## config.mk

```make
export PLATFORM = sky130hd
export DESIGN_NAME = inst_fetch
export DESIGN_NICKNAME = d
export VERILOG_FILES = /design/src/rtl/inst_fetch_pkg.sv /design/src/rtl/inst_fetch_if_id.sv /design/src/rtl/inst_fetch.sv
export SDC_FILE = /design/constraint.sdc
export NUM_CORES = 1
export LEC_CHECK = 0
export CAP_MARGIN = 20
export CELL_PAD_IN_SITES_DETAIL_PLACEMENT = 0
export CELL_PAD_IN_SITES_GLOBAL_PLACEMENT = 1
export CORE_MARGIN = 3
export CORE_UTILIZATION = 27
export CTS_CLUSTER_DIAMETER = 80
export DETAILED_ROUTE_END_ITERATION = 10
export MAX_ROUTING_LAYER = met4
export PLACE_DENSITY_LB_ADDON = 0.1
export SKIP_LAST_GASP = 1
export SYNTH_ARGS = -nofsm -noshare
export SYNTH_HDL_FRONTEND = slang
export SYNTH_SLANG_ARGS = --single-unit
export TNS_END_PERCENT = 20
```

## constraint.sdc

```tcl
create_clock -name clk -period 2.05 [get_ports clk]
set_input_delay 0.205 -clock clk [delete_from_list [all_inputs] [get_ports clk]]
set_output_delay 0.205 -clock clk [all_outputs]
set_load 0.005 [all_outputs]
```

## src/rtl/inst_fetch_pkg.sv

```systemverilog
// inst_fetch_pkg: shared widths, enable levels and types for the fetch stage
package inst_fetch_pkg;
  localparam int InstAddrWidth = 32;
  localparam int InstDataWidth = 32;
  localparam logic RstEnable = 1'b1;
  localparam logic ChipEnable = 1'b1;
  localparam logic [InstDataWidth-1:0] ZeroWord = '0;
  typedef logic [InstAddrWidth-1:0] addr_t;
  typedef logic [InstDataWidth-1:0] data_t;
endpackage

```

## src/rtl/inst_fetch_if_id.sv

```systemverilog
// inst_fetch_if_id: IF/ID pipeline register with stall, flush and bubble handling
module inst_fetch_if_id
  import inst_fetch_pkg::*;
#(
  parameter bit DelaySlot = 1'b1
) (
  input  logic  clk,
  input  logic  rst,
  input  logic  stall,
  input  logic  flush,
  input  logic  branch_flag,
  input  addr_t pc,
  input  data_t inst,
  input  logic  ce,
  output addr_t id_pc,
  output data_t id_inst,
  output logic  id_valid,
  output logic  id_adel
);
  logic mis;
  logic bubble;
  assign mis = pc[1:0] != 2'b00;
  assign bubble = rst == RstEnable || flush || (!stall && branch_flag && !DelaySlot);
  // flush beats stall; a squashed delay slot loads the same NOP as reset
  always_ff @(posedge clk) begin
    if (bubble) begin
      id_pc <= '0;
      id_inst <= ZeroWord;
      id_valid <= 1'b0;
      id_adel <= 1'b0;
    end else if (!stall) begin
      id_pc <= pc;
      id_inst <= mis ? ZeroWord : inst;
      id_valid <= ce == ChipEnable;
      id_adel <= ce == ChipEnable && mis;
    end
  end
endmodule

```

## src/rtl/inst_fetch.sv

```systemverilog
// inst_fetch: program counter, ROM enable and next-PC selection feeding IF/ID
module inst_fetch
  import inst_fetch_pkg::*;
#(
  parameter addr_t ResetPC = 32'h0000_0000,
  parameter bit DelaySlot = 1'b1
) (
  input  logic  clk,
  input  logic  rst,
  input  logic  stall,
  input  logic  flush,
  input  addr_t flush_pc,
  input  logic  branch_flag,
  input  addr_t branch_target,
  output logic  rom_ce,
  output addr_t rom_addr,
  input  data_t rom_inst,
  output addr_t id_pc,
  output data_t id_inst,
  output logic  id_valid,
  output logic  id_adel
);
  addr_t pc;
  addr_t next_pc;
  assign rom_addr = pc;
  // stall holds PC and ignores branch_flag since ID re-asserts the held branch
  always_comb next_pc = flush ? flush_pc : stall ? pc : branch_flag ? branch_target : pc + 32'd4;
  // first enabled cycle after reset fetches ResetPC before sequencing begins
  always_ff @(posedge clk) begin
    if (rst == RstEnable) begin
      pc <= ResetPC;
      rom_ce <= ~ChipEnable;
    end else if (rom_ce != ChipEnable) begin
      pc <= ResetPC;
      rom_ce <= ChipEnable;
    end else begin
      pc <= next_pc;
    end
  end
  inst_fetch_if_id #(.DelaySlot(DelaySlot)) u_if_id (
    .clk(clk),
    .rst(rst),
    .stall(stall),
    .flush(flush),
    .branch_flag(branch_flag),
    .pc(pc),
    .inst(rom_inst),
    .ce(rom_ce),
    .id_pc(id_pc),
    .id_inst(id_inst),
    .id_valid(id_valid),
    .id_adel(id_adel)
  );
endmodule

```

======== Word-level counts from Yosys, hierarchy flattened ========
Index checks and enable logic that the tools add are counted.
storage, ports and cells
  register bits after elaboration ......... 99
  input port bits ......................... 101
  logic and storage cells ................. 18
cells by class
  reduce and logical (&&, ||, !) cells .... 4
  muxes and demuxes ....................... 5
  $add $sub $neg .......................... 1
  equality and inequality tests ........... 1
  bitwise logic cells ..................... 1
operator list
  operator               number
  $mux 32                4
  $add 32x3->32 const B  1
  $ne 2x1->1 const B     1
  $reduce_bool 2->1      1
  $reduce_or 2->1        1
  $logic_and 1x1->1      1
  $logic_or 1x1->1       1
  $mux 1                 1
  $not 1->1              1

======== Logic depth before layout (Yosys ltp) ========
  depth in word-level cells ............... 4
  gate-level depth with buffers ........... 8
  gate-level depth less buffers ........... 6

======== Cells and area by module ========
From an unflattened synthesis, not the netlist that was laid out.
unflattened totals
  cell total of the unflattened synthesis .. 521
  area, all modules ....................... 4596.9 um^2
modules (own cells, without submodules)
  module            seq. area each (um^2)  area each (um^2)  cells each  instances
  inst_fetch        660.6                  2399.8            335         1
  inst_fetch_if_id  1321.3                 2197.1            186         1

======== Worst setup path after synthesis ========
OpenSTA, ideal clock, no wires.
  kind .................................... reg2reg
  start point ............................. register pc[2], in the netlist rom_addr[2]
  end point ............................... register pc[22], in the netlist rom_addr[22]
  clock period less this slack ............ 2066 ps
  setup slack ............................. -16 ps
  arrival time ............................ 1997 ps
  stages on the path, launching flop included .. 8
  library setup time ...................... 69 ps
  cells stage by stage .................... dfxtp_1 ha_1 nand4_2 or3_1 buf_2 or4_1 a31o_1 o21ai_1
on the way
  longest elaborated chain between the ends .. 4
RTL lines
  item                    RTL line          RTL
  from (decl)             inst_fetch.sv:23  addr_t pc;
  from (signal assigned)  inst_fetch.sv:31  pc <= ResetPC;
  from (signal assigned)  inst_fetch.sv:34  pc <= ResetPC;
  from (signal assigned)  inst_fetch.sv:37  pc <= next_pc;
  $add 32x3->32           inst_fetch.sv:27  always_comb next_pc = flush ? flush_pc : stall ? pc : branch_flag ? branch_target : pc + 32'd4;
  $mux 32 (3 in a row)    inst_fetch.sv:27
No other way between the ends. The select of a mux whose other input is x is not followed.
A chain may end at the register's enable or synchronous reset.

======== Final worst setup path ========
  start point ............................. register pc[3], in the netlist rom_addr[3]
  end point ............................... register pc[28], in the netlist rom_addr[28]
Same word-level chain as after synthesis.

==> results <==
area by class of cell:
class / count / area (µm²) / area share
repair buffers: 247 / 2380 / 0.326
multi-input cells: 391 / 2340 / 0.320
flip-flops and latches: 99 / 1980 / 0.271
well taps: 216 / 270 / 0.0370
clock buffers: 10 / 239 / 0.0327
clock inverters: 6 / 55.1 / 0.00753
inverters: 10 / 37.5 / 0.00513
diodes: 1 / 2.50 / 0.000342
power by group through the flow:
stage | clock (µW) | sequential [µW] | combinational [µW]
after floorplan | 0 | 2070 | 272
after global placement | 0 | 2060 | 740
after detailed placement | 0 | 2060 | 746
after CTS | 1780 | 2020 | 750
after global routing | 1860 | 2020 | 804
final | 1720 | 2020 | 744
layer usage:
layer / up-vias / wire length, µm / global-route usage
met2: 167 / 8410 / 0.299
met4: 0 / 233 / 0.0633
met1: 2302 / 7660 / 0.245
li1: 2379 / - / -
met3: 16 / 1080 / 0.0368
met5: - / 0 / -
repair_timing:
item                                   4_1_cts  5_1_grt
hold buffers                                 0        0
resized for setup                            0        1
setup endpoints to repair                    0        5
endpoints found under the hold margin        0        0
layout by cell type, fill, tap and decap left out, drive strengths merged, types with 14 or more instances in the layout:
master / n
a21oi: 23
a22oi: 42
buf: 50
clkdlybuf4s50: 197
dfxtp: 99
mux2i: 38
nand2: 41
nor2: 85
nor3: 14
o21ai: 44
registers in the layout (all words and copies together), names as in the netlist:
register and cells:
u_if_id.id_inst 32, rom_ce 1, u_if_id.id_adel 1, u_if_id.id_pc 32, u_if_id.id_valid 1, rom_addr 32
tightest hold or removal path: cells and delay by family:
kind,cells,cell delay (ns)
buf+inv,1,0.20
mux,1,0.14
simple gates,1,0.07
kinds of logic after synthesis:
family                   after synthesis  share of synthesized area
buffers and inverters                 57                     0.0483
multiplexers                          38                     0.0839
flip-flops                            99                      0.437
AO/OA/AOI/OAI                        151                      0.216
adder cells (fa/ha/maj)                1                    0.00276
XOR/XNOR                              11                     0.0213
AND/OR/NAND/NOR                      190                      0.190
worst paths after layout:
kind                           startpoint                       endpoint  cells past startpoint
max              rom_addr[3]$_SDFFE_PP0P_      rom_addr[28]$_SDFFE_PP0P_                      6
min                                 stall  u_if_id.id_pc[2]$_SDFFE_PP0N_                      3
max reg2reg      rom_addr[3]$_SDFFE_PP0P_      rom_addr[28]$_SDFFE_PP0P_                      6
min reg2reg  u_if_id.id_adel$_SDFFE_PP0N_   u_if_id.id_adel$_SDFFE_PP0N_                      2
stage by stage:
| stage | cell area, µm² | hold WS [ns] | worst slack (ns) | std cells | total power, µW |
|---|---|---|---|---|---|
| after floorplan | 4540 | 0.294 | 0.000240 | 547 | 2350 |
| after global placement | 7010 | 0.454 | 0.146 | 963 | 2800 |
| after detailed placement | 7010 | 0.470 | 0.120 | 963 | 2810 |
| after CTS | 7310 | 0.284 | 0.0952 | 979 | 4540 |
| after global routing | 7310 | 0.318 | -0.0214 | 980 | 4690 |
| final | 7310 | 0.295 | 0.0913 | 980 | 4480 |
==> results.sh <==
export IMPL_end_kind="flop"
export IMPL_grt_usage=0.190
export IMPL_ys_top_cells_by_count="dfxtp_1 (99), nor2_1 (85), a22oi_1 (42)"
export IMPL_critPathTopFamily="simple AND/OR/NAND/NOR gates"
export IMPL_tns_ns=0
export IMPL_antenna_found_initial=1
export IMPL_drive_gt1_frac=0.0970
export IMPL_synth_distinct_cells=45
export IMPL_avgSynthCellArea_um2=8.29
export IMPL_relSlewSlack=0.644
export IMPL_critical_path_slowest_cell="or3_1"
export IMPL_vias_per_cell=4.96
export IMPL_ys_top_cells_by_area="dfxtp_1 (44%), mux2i_1 (8.4%), nor2_1 (7.0%), a22oi_1 (7.0%), o21ai_0 (3.9%)"
export IMPL_nets=860
export IMPL_synth_edf_count=0
export IMPL_maxCapViolations=0
export IMPL_fmax_ghz=0.511
export IMPL_slew_violations=0
export IMPL_syn_num_nets=649
export IMPL_dr_pass1_iters=5
export IMPL_drt_initial_drc_count=249
export IMPL_syn_inst=547
export IMPL_clock_power_share=0.384
export IMPL_p_leak_uw=0.00269
export IMPL_critical_path_buf_inv_count=0
export IMPL_fin_crit_sh=0.955
export IMPL_intPower_uw=3280
export IMPL_skew_ns=0.00745
export IMPL_crit_type="reg2reg"
export IMPL_synth_largest_area_cell="dfxtp_1"
export IMPL_cts_tree="built"
export IMPL_cp_max_fo=6
export IMPL_ys_ff_latch=99
export IMPL_p_comb_frac=0.166
export IMPL_start_kind="flop"
export IMPL_hold_violations=0
export IMPL_routed_wl_um=17400
export IMPL_wl_per_cell_um=17.7
export IMPL_clkTransAtPathRegs_ns=0.08
export IMPL_crit_chain="ha_2, nand4_2, or3_1, or4_1, a31o_1, o21ai_1"
export IMPL_p_sw_frac=0.268
export IMPL_clk_latency_ns=0.35
export IMPL_rows=46
export IMPL_setup_violations=0
export IMPL_postSynth_asyncResetShare=0
export IMPL_drc=0
export IMPL_min_path_type="in2reg"
export IMPL_syn_cell_area_um2=4530
export IMPL_htree_num_levels=3
export IMPL_seq_area_frac_synth=0.437
export IMPL_yosys_warnings=0
export IMPL_grt_max_degree=59
export IMPL_die_h_um=136
export IMPL_r2r_slack_ns=0.09
export IMPL_fill_cells=1619
export IMPL_root_buffer="clkbuf_16"
export IMPL_pin_count=200
export IMPL_tightest_slew_ns=0.534
export IMPL_fp_dieW_um=136
export IMPL_power_switching_uw=1200
export IMPL_netlist_area_leader_share=0.437
export IMPL_core_area_um2=16200
export IMPL_io_buffers=199
export IMPL_start_util=0.280
export IMPL_grt_pass1_vias=4799
export IMPL_vdd_ir_drop_max_mv=0.393
export IMPL_arrival_ns=2.25
export IMPL_gp_congestion=0.823
export IMPL_fp_dieArea_um2=18400
export IMPL_grt_setup_unrepaired="yes"
export IMPL_vias=4864
export IMPL_critPathMaxStageDelay_ns=0.48
export IMPL_cts_made_buffers=9
export IMPL_grt_pass1_wl_um=26500
export IMPL_clockBufferDepth=2
export IMPL_final_core_utilization=0.452
export IMPL_cts_sinks=99
export IMPL_power_density_nw_per_um2=613
export IMPL_synth_ff_type="dfxtp_1"
export IMPL_hpwl_um=12900
export IMPL_grt_overflow=0
export IMPL_post_cts_buffers=0
export IMPL_power_frac_seq=0.450
export IMPL_areaGrowthSynthToFinish_pct=61.3
export IMPL_status="completed"
export IMPL_period_needed_ns=1.96
export IMPL_cp_data_required_time_ns=2.34
export IMPL_yosys_cell_count_top_type="dfxtp_1"
export IMPL_detail_route_antenna_nets=0
Power figures use the tool's default switching activity.
